===== config.mk =====
export PLATFORM = sky130hd
export DESIGN_NAME = booth_seq
export DESIGN_NICKNAME = d
export VERILOG_FILES = /design/src/rtl/booth_seq_pkg.sv /design/src/rtl/booth_seq_iter_counter.sv /design/src/rtl/booth_seq.sv
export SDC_FILE = /design/constraint.sdc
export NUM_CORES = 1
export LEC_CHECK = 0
export BUFFER_PORTS_ARGS = -buffer_cell sky130_fd_sc_hd__buf_2
export CAP_MARGIN = 20
export CORE_MARGIN = 2
export CORE_UTILIZATION = 35
export CTS_BUF_LIST = sky130_fd_sc_hd__clkbuf_2 sky130_fd_sc_hd__clkbuf_4 sky130_fd_sc_hd__clkbuf_8
export DETAILED_ROUTE_END_ITERATION = 6
export HOLD_SLACK_MARGIN = 0.08
export PLACE_DENSITY = 0.65
export SYNTH_ARGS = -nofsm -noshare
export SYNTH_HDL_FRONTEND = slang
export SYNTH_SLANG_ARGS = --single-unit

===== constraint.sdc =====
create_clock -name clk -period 2.9 [get_ports clk]
set_input_delay 0.725 -clock clk [delete_from_list [all_inputs] [get_ports clk]]
set_output_delay 0.725 -clock clk [all_outputs]
set_load 0.01 [all_outputs]

===== src/rtl/booth_seq_pkg.sv =====
// Shared encodings for the radix-2 Booth control sequencer.
// State codes are 3-bit binary; a_sel picks the A register's load source.
package booth_seq_pkg;

  typedef logic [2:0] state_t;

  localparam state_t IDLE   = 3'd0;
  localparam state_t LOAD_M = 3'd1;
  localparam state_t LOAD_Q = 3'd2;
  localparam state_t ARITH  = 3'd3;
  localparam state_t SHIFT  = 3'd4;
  localparam state_t OUT_A  = 3'd5;
  localparam state_t OUT_Q  = 3'd6;

  localparam logic SEL_ADDER = 1'b0;
  localparam logic SEL_ZERO  = 1'b1;

endpackage


===== src/rtl/booth_seq_iter_counter.sv =====
// Iteration counter: synchronous clear, increment enable, saturates at width.
// last_o flags that the next increment reaches width.
module iter_counter #(
  parameter int width     = 8,
  parameter int cnt_width = 4
) (
  input  logic clk,
  input  logic reset,
  input  logic clr_i,
  input  logic inc_i,
  output logic last_o
);

  localparam logic [cnt_width:0] WIDTH_C = (cnt_width + 1)'(width);

  logic [cnt_width-1:0] cnt_q;
  logic [cnt_width-1:0] cnt_d;
  logic [cnt_width:0]   cnt_ext;
  logic [cnt_width:0]   cnt_nxt_ext;
  logic                 at_max;

  assign cnt_ext     = {1'b0, cnt_q};
  assign cnt_nxt_ext = cnt_ext + (cnt_width + 1)'(1);
  assign at_max      = (cnt_ext == WIDTH_C);
  assign last_o      = (cnt_nxt_ext == WIDTH_C);

  // Holding at width keeps the count from ever wrapping.
  always_comb begin
    cnt_d = cnt_q;
    if (clr_i) begin
      cnt_d = '0;
    end else if (inc_i && !at_max) begin
      cnt_d = cnt_q + cnt_width'(1);
    end
  end

  always_ff @(posedge clk) begin
    if (reset) begin
      cnt_q <= '0;
    end else begin
      cnt_q <= cnt_d;
    end
  end

endmodule


===== src/rtl/booth_seq.sv =====
// Radix-2 Booth multiply sequencer: drives load/shift/adder/bus enables only.
// Keeps Booth's Q[-1] bit locally; data bits never pass through this block.
module booth_seq
  import booth_seq_pkg::*;
#(
  parameter int width     = 8,
  parameter int cnt_width = 4
) (
  input  logic clk,
  input  logic reset,
  input  logic start,
  input  logic q0,
  output logic busy,
  output logic done,
  output logic ld_m,
  output logic ld_q,
  output logic ld_a,
  output logic a_sel,
  output logic sub,
  output logic shr_aq,
  output logic out_a,
  output logic out_q
);

  state_t state_q;
  state_t state_d;
  logic   qm1_q;
  logic   qm1_d;
  logic   cnt_last;

  iter_counter #(
    .width     (width),
    .cnt_width (cnt_width)
  ) u_iter_counter (
    .clk    (clk),
    .reset  (reset),
    .clr_i  (state_q == LOAD_Q),
    .inc_i  (state_q == SHIFT),
    .last_o (cnt_last)
  );

  always_ff @(posedge clk) begin
    if (reset) begin
      state_q <= IDLE;
      qm1_q   <= 1'b0;
    end else begin
      state_q <= state_d;
      qm1_q   <= qm1_d;
    end
  end

  always_comb begin
    state_d = state_q;
    qm1_d   = qm1_q;
    case (state_q)
      IDLE:    if (start) state_d = LOAD_M;
      LOAD_M:  state_d = LOAD_Q;
      LOAD_Q: begin
        state_d = ARITH;
        qm1_d   = 1'b0;
      end
      ARITH:   state_d = SHIFT;
      SHIFT: begin
        // q0 is sampled before the shift lands, so it becomes the new Q[-1].
        qm1_d   = q0;
        state_d = cnt_last ? OUT_A : ARITH;
      end
      OUT_A:   state_d = OUT_Q;
      OUT_Q:   state_d = IDLE;
      default: state_d = IDLE;
    endcase
  end

  always_comb begin
    busy   = (state_q != IDLE);
    done   = 1'b0;
    ld_m   = 1'b0;
    ld_q   = 1'b0;
    ld_a   = 1'b0;
    a_sel  = SEL_ADDER;
    sub    = 1'b0;
    shr_aq = 1'b0;
    out_a  = 1'b0;
    out_q  = 1'b0;
    case (state_q)
      LOAD_M: ld_m = 1'b1;
      LOAD_Q: begin
        ld_q  = 1'b1;
        ld_a  = 1'b1;
        a_sel = SEL_ZERO;
      end
      ARITH: begin
        case ({q0, qm1_q})
          2'b10: begin
            ld_a = 1'b1;
            sub  = 1'b1;
          end
          2'b01:   ld_a = 1'b1;
          default: ld_a = 1'b0;
        endcase
      end
      SHIFT:  shr_aq = 1'b1;
      OUT_A:  out_a  = 1'b1;
      OUT_Q: begin
        out_q = 1'b1;
        done  = 1'b1;
      end
      default: busy = 1'b0;
    endcase
  end

endmodule

==> results of run 1 <==
-- Yosys cell counts (2+ instances only) --
master    number  share of area [%]
nor2_1         3                2.3
ha_1           3                7.7
nor3b_1        2                3.1
buf_4          2                3.1
and3b_1        2                3.6
a21oi_1        8                8.2
nand2_1        3                2.3
o21ai_0        4                4.1
nor3_1         2                2.0
dfxtp_1        8                 33
inv_1          5                3.8
and3_1         2                2.6
clkbuf_1       3                2.3
nand3_1        4                4.1
or3_1          2                2.6
-- critical path: cells and delay by family, from the launching register on --
family / cells / cell delay (ns)
DFF: 1 / 0.55
buffers and inverters: 2 / 0.32
and+or+nand+nor: 1 / 0.46
-- power groups by stage --
stage | clock [W] | combinational [W] | sequential [W]
floorplan | 0 | 0.0000315 | 0.000119
global placement | 0 | 0.0000360 | 0.000126
detailed placement | 0 | 0.0000367 | 0.000126
CTS | 0.0000914 | 0.0000369 | 0.000123
global route | 0.0000975 | 0.0000411 | 0.000125
finish | 0.0000868 | 0.0000361 | 0.000123
-- how the worst max path moves through the flow --
stage                        end  slack (ns)  depth (start not counted)
after global placement      ld_a        0.77                          4
after detailed placement    ld_a        0.76                          4
after CTS                 shr_aq        0.60                          3
after floorplan             ld_a        0.88                          2
final                     shr_aq        0.59                          3
after global routing      shr_aq        0.48                          3
-- sequential cells by signal, summed over array words and instances (netlist names) --
signal / flops
qm1_q: 1
state_q: 3
u_iter_counter.cnt_q: 4
-- cell type report --
cell class                      count  area [µm²]
Inverter                            5        18.8
Multi-Input combinational cell     45         285
Clock buffer                        3        22.5
Timing Repair Buffer               13        65.1
Sequential cell                     8         160
Tap cell                           15        18.8
Fill cell                         140         731
-- metal layers --
| layer | wire, µm | vias up |
|---|---|---|
| met5 | 0 | - |
| met4 | 9 | 0 |
| met3 | 72 | 2 |
| met2 | 420 | 17 |
| met1 | 456 | 204 |
| li1 | - | 245 |
-- through the flow --
stage	hold slack, ns	util [%]	cell area, µm²	std cells	setup slack, ns
2_1_floorplan	0.477	-	490	63	0.880
4_1_cts	0.530	43.8	571	89	0.596
5_1_grt	0.570	43.8	571	89	0.477
3_3_place_gp	0.511	42.1	548	86	0.772
6_report	0.525	43.8	571	89	0.591
3_5_place_dp	0.522	42.1	548	86	0.755
-- layout by cell type (no fill, tap or decap) --
cell / count
or3_1: 2
and3_1: 2
or3b_4: 1
and3b_1: 2
dfxtp_1: 8
nand2_1: 3
o21a_1: 1
or4_1: 1
nor2b_1: 1
nor3b_1: 2
o31ai_1: 1
nor3_1: 2
nand3b_1: 1
a21oi_1: 8
buf_2: 13
clkbuf_4: 3
nor2_1: 3
o21ai_0: 4
a211oi_1: 1
a2111oi_0: 1
or2_2: 1
nand3_1: 4
a21boi_0: 1
ha_1: 3
inv_1: 5
-- cell families after synthesis --
logic type	synth area share, %
simple gates	30.4
compound gates	20.2
buf+inv	9.18
flops	32.7
fa+ha+maj	7.65
==> out/results.tsv, run 1 <==
metric	value	unit
status	finished, final reports clean	
Core Region	1300	µm²
Pre-antenna DRT Iters	4	
row cnt	13	
Hold Crit Class	reg2reg	
largest net degree at the start of global routing	14	
first-pass GRT wire length	1750	µm
unrepaired setup endpoints after global routing	no	
Synth Register Bits	8	
share of cells above drive strength 1	24.3	%
vias in the first global route	421	
clock-pin slew on the worst setup and hold paths	0.06	ns
Gate power share	14.7	%
GRT Total Usage	13.1	%
CP max stage cell	dfxtp_1	
Tmin final	2.31	ns
GR Layer Usage met3	7.83	%
Top Usage Layer GRT	met2	
Peak VDD IR	198	µV
CP cell instances	or3b_4, inv_1, buf_2	
drc violations	0	
required time of the critical path	2.17	ns
CP Class	reg2out	
clk buf depth	2	
Pint	0.000179	W
Post-synth EDFFs	0	
# diodes	0	
prevailing post-synth register cell	dfxtp_1	
Cell variety after synth	25	
# nets final	83	
clock power share	35.2	%
Final period util	79.6	%
Synth async-reset ratio	0	%
Skew-Pair Late Insertion Delay	0.25	ns
Net Count, Synth	70	
TritonCTS clock tree	done	
Layout area overhead	16.3	%
CTS root buf	clkbuf_4	
Sw Pwr	0.0000673	W
RR Endpoint	u_iter_counter.cnt_q[3]	
IO Pins	14	
CP peak stage delay	0.55	ns
CP endpoint kind	output port	
Avg WL per Cell	10.8	µm
hold depth	2	
CP startpoint	state_q[2]	
hold path endpoint	u_iter_counter.cnt_q[2]	
port bufs	13	
TNS Setup	0	ns
Mapped Cells	63	
slew margin rel.	74.2	%
CP Max Fanout	13	
Die Y-Extent	41.4	µm
Post-CTS Hold Buffers	0	
Slew @ Worst Pin	0.387	ns
reg-to-reg startpoint	state_q[2]	
Max Cap Viol	0	
post-cts sizing count	0	
mapped cell area	490	µm²
Syn Area/Cell	7.79	µm²
fmax	0.433	GHz
R2R Setup Slk	1.33	ns
PwrDens	432	nW/µm²
hold_sp	u_iter_counter.cnt_q[2]	
Sink Count	8	
drt first-iter violations	8	
via/cell ratio	5.26	
Die Span X	41.4	µm
Detailed Route WL	958	µm
GRT overflow	0	
Worst R2R Path Depth	3	
GR Layer Usage met2	19.1	%
final antenna-violating net count	0	
synth warn	0	
routing usage on met1	16.8	%
sequential area share after synthesis	32.7	%
Net Sw Frac	27.3	%
Setup Viol. Count Final	0	
via count	468	
Post-CTS Repair Setup Buffers	0	
Num CTS Buffers	3	
worst-case clock skew	0.00112	ns
Final Hold Vio Count	0	
WP data arrival	1.58	ns
Initial Util	37.7	%
Setup crit start kind	flop	
Reg power frac	50.1	%
gpl congestion	0.803	
CTS H-tree lvls	1	
dpl hpwl	701	µm
Slew Viols, Final	0	
Die ar.	1720	µm²
Tot Pwr	0.000246	W
initial antenna violation count	0	
LEAKAGE	0.251	nW
No activity file was read; power rests on OpenSTA's default activity.
==> run 2, diff against run 1 <==
--- a/config.mk
+++ b/config.mk
@@ -12,7 +12,7 @@
 export CTS_BUF_LIST = sky130_fd_sc_hd__clkbuf_2 sky130_fd_sc_hd__clkbuf_4 sky130_fd_sc_hd__clkbuf_8
 export DETAILED_ROUTE_END_ITERATION = 6
 export HOLD_SLACK_MARGIN = 0.08
-export PLACE_DENSITY = 0.65
+export PLACE_DENSITY = 0.67
 export SYNTH_ARGS = -nofsm -noshare
 export SYNTH_HDL_FRONTEND = slang
 export SYNTH_SLANG_ARGS = --single-unit
==> constraint.sdc (replaced) <==
create_clock -name clk -period 2 [get_ports clk]
set_input_delay 0.5 -clock clk [delete_from_list [all_inputs] [get_ports clk]]
set_output_delay 0.5 -clock clk [all_outputs]
set_load 0.01 [all_outputs]
==> out/results.tsv, run 2 (synthesis results as in run 1) <==
metric	value	unit
status	finished, final reports clean	
CP Class	reg2out	
Hold Crit Class	in2reg	
vias in the first global route	410	
TNS Setup	0	ns
reg-to-reg startpoint	state_q[1]	
clk buf depth	2	
Detailed Route WL	1080	µm
initial antenna violation count	0	
via/cell ratio	5.20	
Num CTS Buffers	3	
Peak VDD IR	316	µV
final antenna-violating net count	0	
Worst Path Buf+Inv	2	
CTS H-tree lvls	1	
CP max stage cell	or3b_4	
max FFs per register	4	
Skew-Pair Late Insertion Delay	0.26	ns
Die Y-Extent	41.4	µm
Initial Util	37.7	%
CP peak stage delay	0.44	ns
Finished Core Util	45.0	%
slew margin rel.	78.2	%
GRT Total Usage	12.9	%
GRT overflow	0	
commonest non-fill, non-tap cell in the layout	buf_2	
via count	468	
Setup crit start kind	flop	
Worst R2R Path Depth	3	
largest net degree at the start of global routing	14	
Die ar.	1720	µm²
Slew @ Worst Pin	0.319	ns
Layout area overhead	19.4	%
drc violations	0	
# diodes	0	
TritonCTS clock tree	done	
gpl congestion	0.800	
first-pass GRT wire length	1690	µm
LEAKAGE	0.260	nW
CTS root buf	clkbuf_4	
worst-case clock skew	0.00546	ns
Core Region	1300	µm²
crit path to	shr_aq	
# nets final	84	
RR Endpoint	u_iter_counter.cnt_q[3]	
clock-pin slew on the worst setup and hold paths	0.06	ns
commonest non-fill, non-tap cells in the layout	buf_2 (13), a21oi_1 (8), dfxtp_1 (6)	
Post-CTS Repair Setup Buffers	0	
PwrDens	621	nW/µm²
Sink Count	8	
Final Hold Vio Count	0	
share of cells above drive strength 1	29.3	%
unrepaired setup endpoints after global routing	no	
Pre-antenna DRT Iters	4	
most flop-heavy register	u_iter_counter.cnt_q	
row cnt	13	
port bufs	13	
CP Max Fanout	13	
WP data arrival	1.38	ns
R2R Setup Slk	0.58	ns
CP cell instances	or3b_4, inv_1, buf_2	
Final period util	94.1	%
Top Registers	u_iter_counter.cnt_q x4, state_q x3, qm1_q x1	
Slew Viols, Final	0	
CP startpoint	state_q[1]	
Crit path max-delay family	simple AND/OR/NAND/NOR gates	
IO Pins	14	
Avg WL per Cell	12.0	µm
fmax	0.531	GHz
dpl hpwl	775	µm
Max Cap Viol	0	
Setup Viol. Count Final	0	
Crit path depth	3	
Tmin final	1.88	ns
Die Span X	41.4	µm
drt first-iter violations	3	
CP endpoint kind	output port	
required time of the critical path	1.50	ns
fillers	145	
Post-CTS Hold Buffers	0	
==> run 2: changes by cell type in the layout (fill, tap and decap cells not counted) <==
cell     change
dfxtp_2      +2
nor3b_2      +1
nor3b_1      -1
buf_4        +1
dfxtp_1      -2
==> run 2: cell type report <==
cell class                 instances  area, µm²  share of cell area (%)
multi-input combinational         45        290                    49.6
sequential                         8        163                    27.8
timing repair buffer              14       72.6                    12.4
clock buffer                       3       22.5                    3.85
inverter                           5       18.8                    3.21
tap                               15       18.8                    3.21
==> run 2: metrics by stage <==
step                total power [W]  std cells  hold slack, ns  area, µm²  setup WS [ns]
floorplan                  0.000218         63           0.477        490          0.398
global placement           0.000235         87           0.519        556          0.319
detailed placement         0.000237         87           0.511        556          0.304
CTS                        0.000365         90           0.461        578         0.0569
global route               0.000384         90           0.470        586         0.0597
finish                     0.000364         90           0.454        586          0.118
==> run 2: power by group <==
part | internal [W] | switching [W] | leakage [nW]
clock network | 0.0000690 | 0.0000596 | 0.0138
registers | 0.000166 | 0.0000132 | 0.0656
logic | 0.0000271 | 0.0000286 | 0.181
total | 0.000262 | 0.000101 | 0.260
==> run 2: timing repair <==
action | CTS | global route
resized for setup | 0 | 3
setup endpoints to repair | 0 | 4
hold endpoints to repair | 0 | 0
==> run 2: worst min-delay path by stage <==
stage,start,endpoint,depth (start not counted)
2_1_floorplan,u_iter_counter.cnt_q[0],u_iter_counter.cnt_q[0],2
3_3_place_gp,u_iter_counter.cnt_q[0],u_iter_counter.cnt_q[0],2
3_5_place_dp,u_iter_counter.cnt_q[2],u_iter_counter.cnt_q[2],2
4_1_cts,reset,state_q[1],2
5_1_grt,reset,state_q[1],2
6_report,reset,state_q[1],2
==> run 2: routing by layer <==
layer	wire [µm]	vias to the layer above	global-route usage, %
li1	-	246	-
met1	489	213	14.5
met2	554	7	22.2
met3	25	2	1.30
met4	6	0	9.68
met5	0	-	0
